File: src/rtl/alu_cmd_issuer.sv
// Command front end for a combinational ALU: a FIFO of tagged commands, a registered
// ALU drive, and tagged responses returned in order over a valid/ready handshake.
module alu_cmd_issuer #(
  parameter int unsigned WIDTH = 8,
  parameter int unsigned DEPTH = 4
) (
  input  logic             clk,
  input  logic             rst,
  input  logic             cmd_valid,
  output logic             cmd_ready,
  input  logic [3:0]       cmd_opcode,
  input  logic [WIDTH-1:0] cmd_a,
  input  logic [WIDTH-1:0] cmd_b,
  input  logic [4:0]       cmd_shamt,
  input  logic [3:0]       cmd_tag,
  output logic [3:0]       alu_opcode,
  output logic [WIDTH-1:0] alu_input1,
  output logic [WIDTH-1:0] alu_input2,
  output logic [4:0]       alu_shiftValue,
  input  logic [WIDTH-1:0] alu_result,
  input  logic             alu_carryFlag,
  input  logic             alu_zeroFlag,
  input  logic             alu_overFlowFlag,
  input  logic             alu_signFlag,
  output logic             rsp_valid,
  input  logic             rsp_ready,
  output logic [WIDTH-1:0] rsp_result,
  output logic [3:0]       rsp_flags,
  output logic [3:0]       rsp_tag,
  output logic             rsp_err,
  output logic             busy,
  output logic [7:0]       err_count
);

  localparam int unsigned AW = (DEPTH > 1) ? $clog2(DEPTH) : 1;
  localparam int unsigned CW = $clog2(DEPTH + 1);

  typedef struct packed {
    logic [3:0]       op;
    logic [WIDTH-1:0] a;
    logic [WIDTH-1:0] b;
    logic [4:0]       sh;
    logic [3:0]       tag;
  } cmd_t;

  typedef enum logic [1:0] {IDLE, DRIVE, RESP} state_t;

  cmd_t          mem [DEPTH];
  cmd_t          head;
  logic [AW-1:0] wr_ptr;
  logic [AW-1:0] rd_ptr;
  logic [CW-1:0] count;
  state_t        state;
  logic [3:0]    tag_q;
  logic          push;
  logic          pop;
  logic          not_empty;

  always_comb begin
    not_empty = (count != '0);
    cmd_ready = (count != CW'(DEPTH));
    push      = cmd_valid && cmd_ready;
    // A pop always feeds DRIVE: either from IDLE or on the same edge a response is taken.
    pop       = not_empty && ((state == IDLE) || ((state == RESP) && rsp_ready));
    busy      = not_empty || (state != IDLE);
    head      = mem[rd_ptr];
  end

  always_ff @(posedge clk) begin
    if (push) begin
      mem[wr_ptr] <= '{op: cmd_opcode, a: cmd_a, b: cmd_b, sh: cmd_shamt, tag: cmd_tag};
    end
  end

  always_ff @(posedge clk) begin
    if (rst) begin
      wr_ptr         <= '0;
      rd_ptr         <= '0;
      count          <= '0;
      state          <= IDLE;
      tag_q          <= '0;
      alu_opcode     <= '0;
      alu_input1     <= '0;
      alu_input2     <= '0;
      alu_shiftValue <= '0;
      rsp_valid      <= 1'b0;
      rsp_result     <= '0;
      rsp_flags      <= '0;
      rsp_tag        <= '0;
      rsp_err        <= 1'b0;
      err_count      <= '0;
    end else begin
      if (push) wr_ptr <= wr_ptr + AW'(1);
      if (pop)  rd_ptr <= rd_ptr + AW'(1);
      if (push && !pop)      count <= count + CW'(1);
      else if (!push && pop) count <= count - CW'(1);

      if (pop) begin
        alu_opcode     <= head.op;
        alu_input1     <= head.a;
        alu_input2     <= head.b;
        alu_shiftValue <= head.sh;
        tag_q          <= head.tag;
      end

      case (state)
        IDLE: begin
          if (pop) state <= DRIVE;
        end
        DRIVE: begin
          if (alu_opcode > 4'd8) begin
            rsp_result <= '0;
            rsp_flags  <= '0;
            rsp_err    <= 1'b1;
          end else begin
            rsp_result <= alu_result;
            rsp_flags  <= {alu_signFlag, alu_overFlowFlag, alu_zeroFlag, alu_carryFlag};
            rsp_err    <= (alu_opcode == 4'd6) && (alu_input2 == '0);
          end
          rsp_tag   <= tag_q;
          rsp_valid <= 1'b1;
          state     <= RESP;
        end
        RESP: begin
          if (rsp_ready) begin
            if (rsp_err && (err_count != 8'hFF)) err_count <= err_count + 8'd1;
            rsp_valid <= 1'b0;
            state     <= pop ? DRIVE : IDLE;
          end
        end
        default: state <= IDLE;
      endcase
    end
  end

endmodule

File: config.mk
export PLATFORM = sky130hd
export DESIGN_NAME = alu_cmd_issuer
export DESIGN_NICKNAME = d
export VERILOG_FILES = /design/src/rtl/alu_cmd_issuer.sv
export SDC_FILE = /design/constraint.sdc
export NUM_CORES = 1
export LEC_CHECK = 0
export CAP_MARGIN = 10
export CORE_UTILIZATION = 45
export DETAILED_ROUTE_END_ITERATION = 6
export GPL_TIMING_DRIVEN = 0
export PLACE_DENSITY = 0.68
export SYNTH_ARGS = -nofsm -noshare
export SYNTH_HDL_FRONTEND = slang
export SYNTH_SLANG_ARGS = --single-unit
File: constraint.sdc
create_clock -name clk -period 3.11 [get_ports clk]
set_input_delay 0.4665 -clock clk [delete_from_list [all_inputs] [get_ports clk]]
set_output_delay 0.4665 -clock clk [all_outputs]
set_load 0.05 [all_outputs]
Word-level counts from Yosys, hierarchy flattened --
Memories as Yosys holds them, arrays and structs flattened. A register that Yosys moved wholly into a read port is not among the register bits. Cells that the tools add are included.
Word-level totals: memories 1, output and inout bits 53, register bits after elaboration 35, logic and storage cells 57, memory bits (writable) 116
Memories:
- mem | words 4, width 29, read ports 1, clocked after Yosys merged registers in 1, wr ports 1, line 48 | cmd_t mem [DEPTH];
Cells by class: $add $sub $neg 5, reduce and logical (&&, ||, !) cells 20, equality and inequality tests 7, magnitude comparators 1, muxes and demuxes 13
Operators by type and width (count):
- adder 8 x 1 -> 8 bit, second input constant | 1
- logical NOT 8 bit | 1
- two-way mux 8 bit | 1
- != test 8 bit, second input constant | 1
- logical AND 1 bit | 7
- two-way mux 3 bit | 2
- case mux 2 bit (3 select lines) | 1
- nonzero test 2 bit | 3
- two-way mux 1 bit | 5
- adder 2 x 1 -> 2 bit, second input constant | 2
- equality test 4 x 3 -> 1 bit, second input constant | 1
- > comparator 4 bit, second input constant | 1
- two-way mux 2 bit | 2
- two-way mux 4 bit | 1
- != test 2 bit, second input constant | 2
- AND reduction 2 bit | 2
- adder 3 x 1 -> 3 bit, second input constant | 1
- != test 3 bit, second input constant | 1
- AND reduction 3 bit | 1
- nonzero test 3 bit | 1
- subtractor 3 x 1 -> 3 bit, second input constant | 1
- equality test 2 x 1 -> 1 bit, second input constant | 1
- equality test 2 bit, second input constant | 1
- logical NOT 1 bit | 2
- 3 further kinds | 4

Logic depth before layout (Yosys ltp) --
depth after elaboration 7, depth in mapped cells 10, mapped depth without buffers 9

Least setup slack after synthesis --
Ideal clock, no wire load.
path type reg2reg, start point reg count[0], end point reg count[2], clock period less this slack 2179 ps, library setup time 70 ps, arrival 2108 ps, slack 931 ps, stages on the path, launching flop included 11, path through dfxtp_1 -> nor3_1 -> nor3_2 -> inv_2 -> buf_2 -> ha_1 -> inv_1 -> fa_1 -> xor2_1 -> or3_1 -> a21oi_1
On the way: cells in the longest elaborated chain, start to end 5
RTL lines:
- start: declaration | line 52 | logic [CW-1:0] count;
- start signal: assignment | line 95 | if (push && !pop) count <= count + CW'(1);
- start signal: assignment | line 96 | else if (!push && pop) count <= count - CW'(1);
- branches (longest 5 deep; another with subtractor 3 x 1 -> 3 bit)
Several ways; the timed one is not identified. The select of a mux whose other input is x is not followed. A chain may end at the register's enable or synchronous reset.

Worst setup path after layout --
Ends and elaborated chain as after synthesis.

==> qor.log <==
qor: outcome.outcome completed
qor: setup_path.crit_end count[2]$_SDFFE_PP0P_
qor: detailed_routing.wirelength 13700 um
qor: power_and_ir_drop.power_density_over_cell_area 920 nW/um^2
qor: placement.hpwl 8840 um
qor: yosys.netlist_area_before_placement 6680 um^2
qor: timing.finalSetupViolCount 0
qor: detailed_routing.detail_route.iter0.violations 196
qor: detailed_routing.antenna_left 0
qor: clock_tree.clock_latency 0.44 ns
qor: yosys.synth-edff-count 116
qor: yosys.synthDistinctLibCells 40
qor: clock_tree.cts_setup_buffers 0
qor: timing.finalHoldWorstSlack 0.455 ns
qor: clock_tree.clockBufferDepth 2
qor: timing.clock.fmax 394 MHz
qor: placement.count_of_input_and_output_buffers 97
qor: timing.setup_repair_after_global_routing_missed_its_margin no
qor: placement.placedInstanceArea 7880 um^2
qor: layout.area_delta_synth_final 27.1%
qor: clock_tree.numCtsBuffers 17
qor: detailed_routing.vias 3930
qor: global_route.initial_antenna_violation_count 0
qor: layout.post_route_cells_drive_above_1_share 14.2%
qor: yosys.synth-async-reset-ratio 0%
qor: yosys.most_used_standard_cells_in_the_synthesized_netlist sky130_fd_sc_hd__edfxtp_1, sky130_fd_sc_hd__nand2_1, sky130_fd_sc_hd__dfxtp_1, sky130_fd_sc_hd__a21oi_1, sky130_fd_sc_hd__nor2_1
qor: floorplan.floorplan.die_area 15300 um^2
qor: detailed_routing.route.detailed.vias_per_inst 5.20
qor: floorplan.initial_util 46.1%
qor: yosys.synth_flop_cell sky130_fd_sc_hd__edfxtp_1
qor: floorplan.io-pin-count 98
qor: detailed_routing.number_of_remaining_drc_errors 0
qor: timing.timing.final.hold_violations 0
qor: layout.fillerInstances 1130
qor: timing.fin_skew 0.0100 ns
qor: layout.layout.nets 611
qor: yosys.synthDominantCellAreaShare 52.2%
qor: timing.post-route-period-util 81.7%
qor: clock_tree.cts_num_sinks 180
qor: yosys.yosysMostFrequentCell sky130_fd_sc_hd__edfxtp_1
qor: floorplan.design.core.area 14500 um^2
qor: global_route.pin_count_of_the_biggest_net_entering_global_routing 30
qor: job.cap_viol_max_count 0
qor: floorplan.floorplan.rows 44
qor: clock_tree.cts_resized 0
qor: timing.max_slew_margin 41.6%
qor: setup_path.crit-reg2reg-launch count[0]$_SDFFE_PP0P_
qor: layout.antenna_cells_inserted 0
qor: global_route.grt_overflow 0
qor: min_path.hold_class reg2reg
qor: yosys.synth_largest_area_cell sky130_fd_sc_hd__edfxtp_1
qor: setup_path.critical_path_arrival 2.90 ns
qor: clock_tree.htree_levels 4
qor: floorplan.die_height 124 um
qor: setup_path.critical_path.reg2reg.endpoint count[2]$_SDFFE_PP0P_
qor: placement.place_congestion 0.769
qor: detailed_routing.drt_pre_antenna_iters 4
qor: setup_path.cp_data_required_time 3.47 ns
qor: clock_tree.cts_root_buf sky130_fd_sc_hd__clkbuf_16
qor: yosys.syn_area_per_cell 15.1 um^2
qor: clock_tree.number_of_hold_buffers_added_after_cts 0
qor: setup_path.worst-r2r-setup-slack 0.57 ns
qor: floorplan.fp.dieW 124 um
qor: setup_path.critPathLaunch count[0]$_SDFFE_PP0P_
qor: global_route.grt_util_all_layers 19.2%
qor: power_and_ir_drop.p_leak 0.00286 uW
qor: layout.postLayoutCellArea 8480 um^2
qor: setup_path.reg2reg_depth 10
qor: layout.multiInputGateArea 1790 um^2
qor: yosys.synth_register_bits 180
qor: global_route.wire_length_of_the_first_global_routing_pass 20800 um
qor: power_and_ir_drop.ir_drop 0.478 mV
qor: yosys.post_synth_inst_count 443
qor: timing.finalMaxSlewViolations 0
qor: yosys.ys_seq_area_share 71.4%
qor: setup_path.criticalPathCategory reg2reg
qor: clock_tree.worst_setup_hold_path_clk_slew 0.06 ns
qor: layout.final-seq-area 4760 um^2
qor: clock_tree.tritoncts done
qor: timing.slew_at_the_pin_with_the_worst_max_slew_slack 0.876 ns
qor: timing.setup_tns 0 ns
qor: setup_path.critPathCaptureType flip-flop
qor: yosys.synth.area.top_cells sky130_fd_sc_hd__edfxtp_1, sky130_fd_sc_hd__dfxtp_1, sky130_fd_sc_hd__mux4_2
qor: detailed_routing.wl_per_cell 18.1 um
qor: min_path.critical_hold_path_startpoint tag_q[0]$_SDFFE_PP0P_
qor: yosys.synthesized_net_count 495
qor: yosys.synth-warning-count 0
qor: setup_path.worst_setup_path_start_kind flip-flop
qor: setup_path.worst-path-max-fanout 10
qor: global_route.first_global_vias 4025
qor: timing.layout_min_cycle_time 2.54 ns
==> area by class of cell <==
cell class	count	area share, %
Buffer	22	1.25
Sequential cell	180	56.2
Clock inverter	11	1.77
Tap cell	184	2.71
Multi-Input combinational cell	235	21.1
Inverter	6	0.266
Clock buffer	21	5.31
Timing Repair Buffer	97	11.4
==> metal layers <==
layer  routed length [um]  part of all wire (%)  vias up  GRT usage (%)
met5                    0                     0        -              0
met4                  230                   1.7        0           8.28
met3                  933                   6.8       20           5.31
met2                 6770                    50      119           32.6
met1                 5730                    42     1922           23.0
li1                     -                     -     1869              -
==> logic make-up after synthesis <==
kind of cell	after synthesis	share of synthesized area (%)
buf+inv	28	1.93
mux	33	10.4
fa+ha+maj	7	1.42
compound gates	59	5.30
flops	180	71.4
xor+xnor	10	1.31
simple gates	126	8.25
==> worst min path at each step <==
stage | slack (ns) | cells after the start | endpoint
2_1_floorplan | 0.43 | 2 | rsp_tag[0]$_SDFFE_PP0P_
3_3_place_gp | 0.44 | 2 | tag_q[0]$_SDFFE_PP0P_
3_5_place_dp | 0.45 | 2 | rsp_tag[3]$_SDFFE_PP0P_
4_1_cts | 0.46 | 2 | rsp_tag[0]$_SDFFE_PP0P_
5_1_grt | 0.47 | 2 | alu_input1[1]$_SDFFE_PP0P_
6_report | 0.46 | 2 | rsp_tag[0]$_SDFFE_PP0P_
==> cells in the final DEF, fill, tap and decap left out, drive strengths merged, types with 4 or more instances in the layout <==
| master | synthesis | routed |
|---|---|---|
| nor2 | 31 | 31 |
| edfxtp | 116 | 116 |
| clkbuf | 7 | 28 |
| inv | 6 | 8 |
| clkdlybuf4s50 | 0 | 97 |
| dfxtp | 64 | 64 |
| mux4 | 29 | 29 |
| xor2 | 7 | 7 |
| a22oi | 12 | 12 |
| a21oi | 37 | 37 |
| clkinv | 0 | 4 |
| ha | 6 | 6 |
| buf | 15 | 15 |
| and2 | 5 | 5 |
| nand2 | 70 | 70 |
| o21ai | 4 | 4 |
==> worst max-delay path: stages, from the launching register on <==
cell and delay (ns):
sky130_fd_sc_hd__dfxtp_1 0.36, sky130_fd_sc_hd__nor3_1 0.33, sky130_fd_sc_hd__nor3_2 0.12, sky130_fd_sc_hd__inv_2 0.10, sky130_fd_sc_hd__buf_2 0.27, sky130_fd_sc_hd__ha_1 0.24
sky130_fd_sc_hd__inv_1 0.07, sky130_fd_sc_hd__fa_1 0.37, sky130_fd_sc_hd__xor2_1 0.16, sky130_fd_sc_hd__or3_1 0.31, sky130_fd_sc_hd__a21oi_1 0.13
==> power by group <==
group          total, uW  leakage, uW  switching, uW  internal (uW)
clock network       2180     0.000288            887           1290
logic               2480     0.000984           1560            919
registers           3150      0.00159            211           2940
==> through the flow <==
step,power (uW),cells,worst slack (ns),utilization [%]
detailed placement,5700,724,0.243,54.4
global route,8170,756,0.350,58.6
global placement,5650,724,0.107,54.4
CTS,7870,756,0.563,58.6
floorplan,4870,443,0.931,-
finish,7800,756,0.570,58.6
==> registers in the layout, summed over array words and instances (netlist names) <==
signal and cells:
rd_ptr 2, count 3, rsp_valid 1, alu_shiftValue 5, tag_q 4, state 2, alu_opcode 4, rsp_result 8
rsp_tag 4, err_count 8, rsp_err 1, rsp_flags 4, mem 116, alu_input1 8, wr_ptr 2, alu_input2 8
Power figures use the tool's default switching activity.
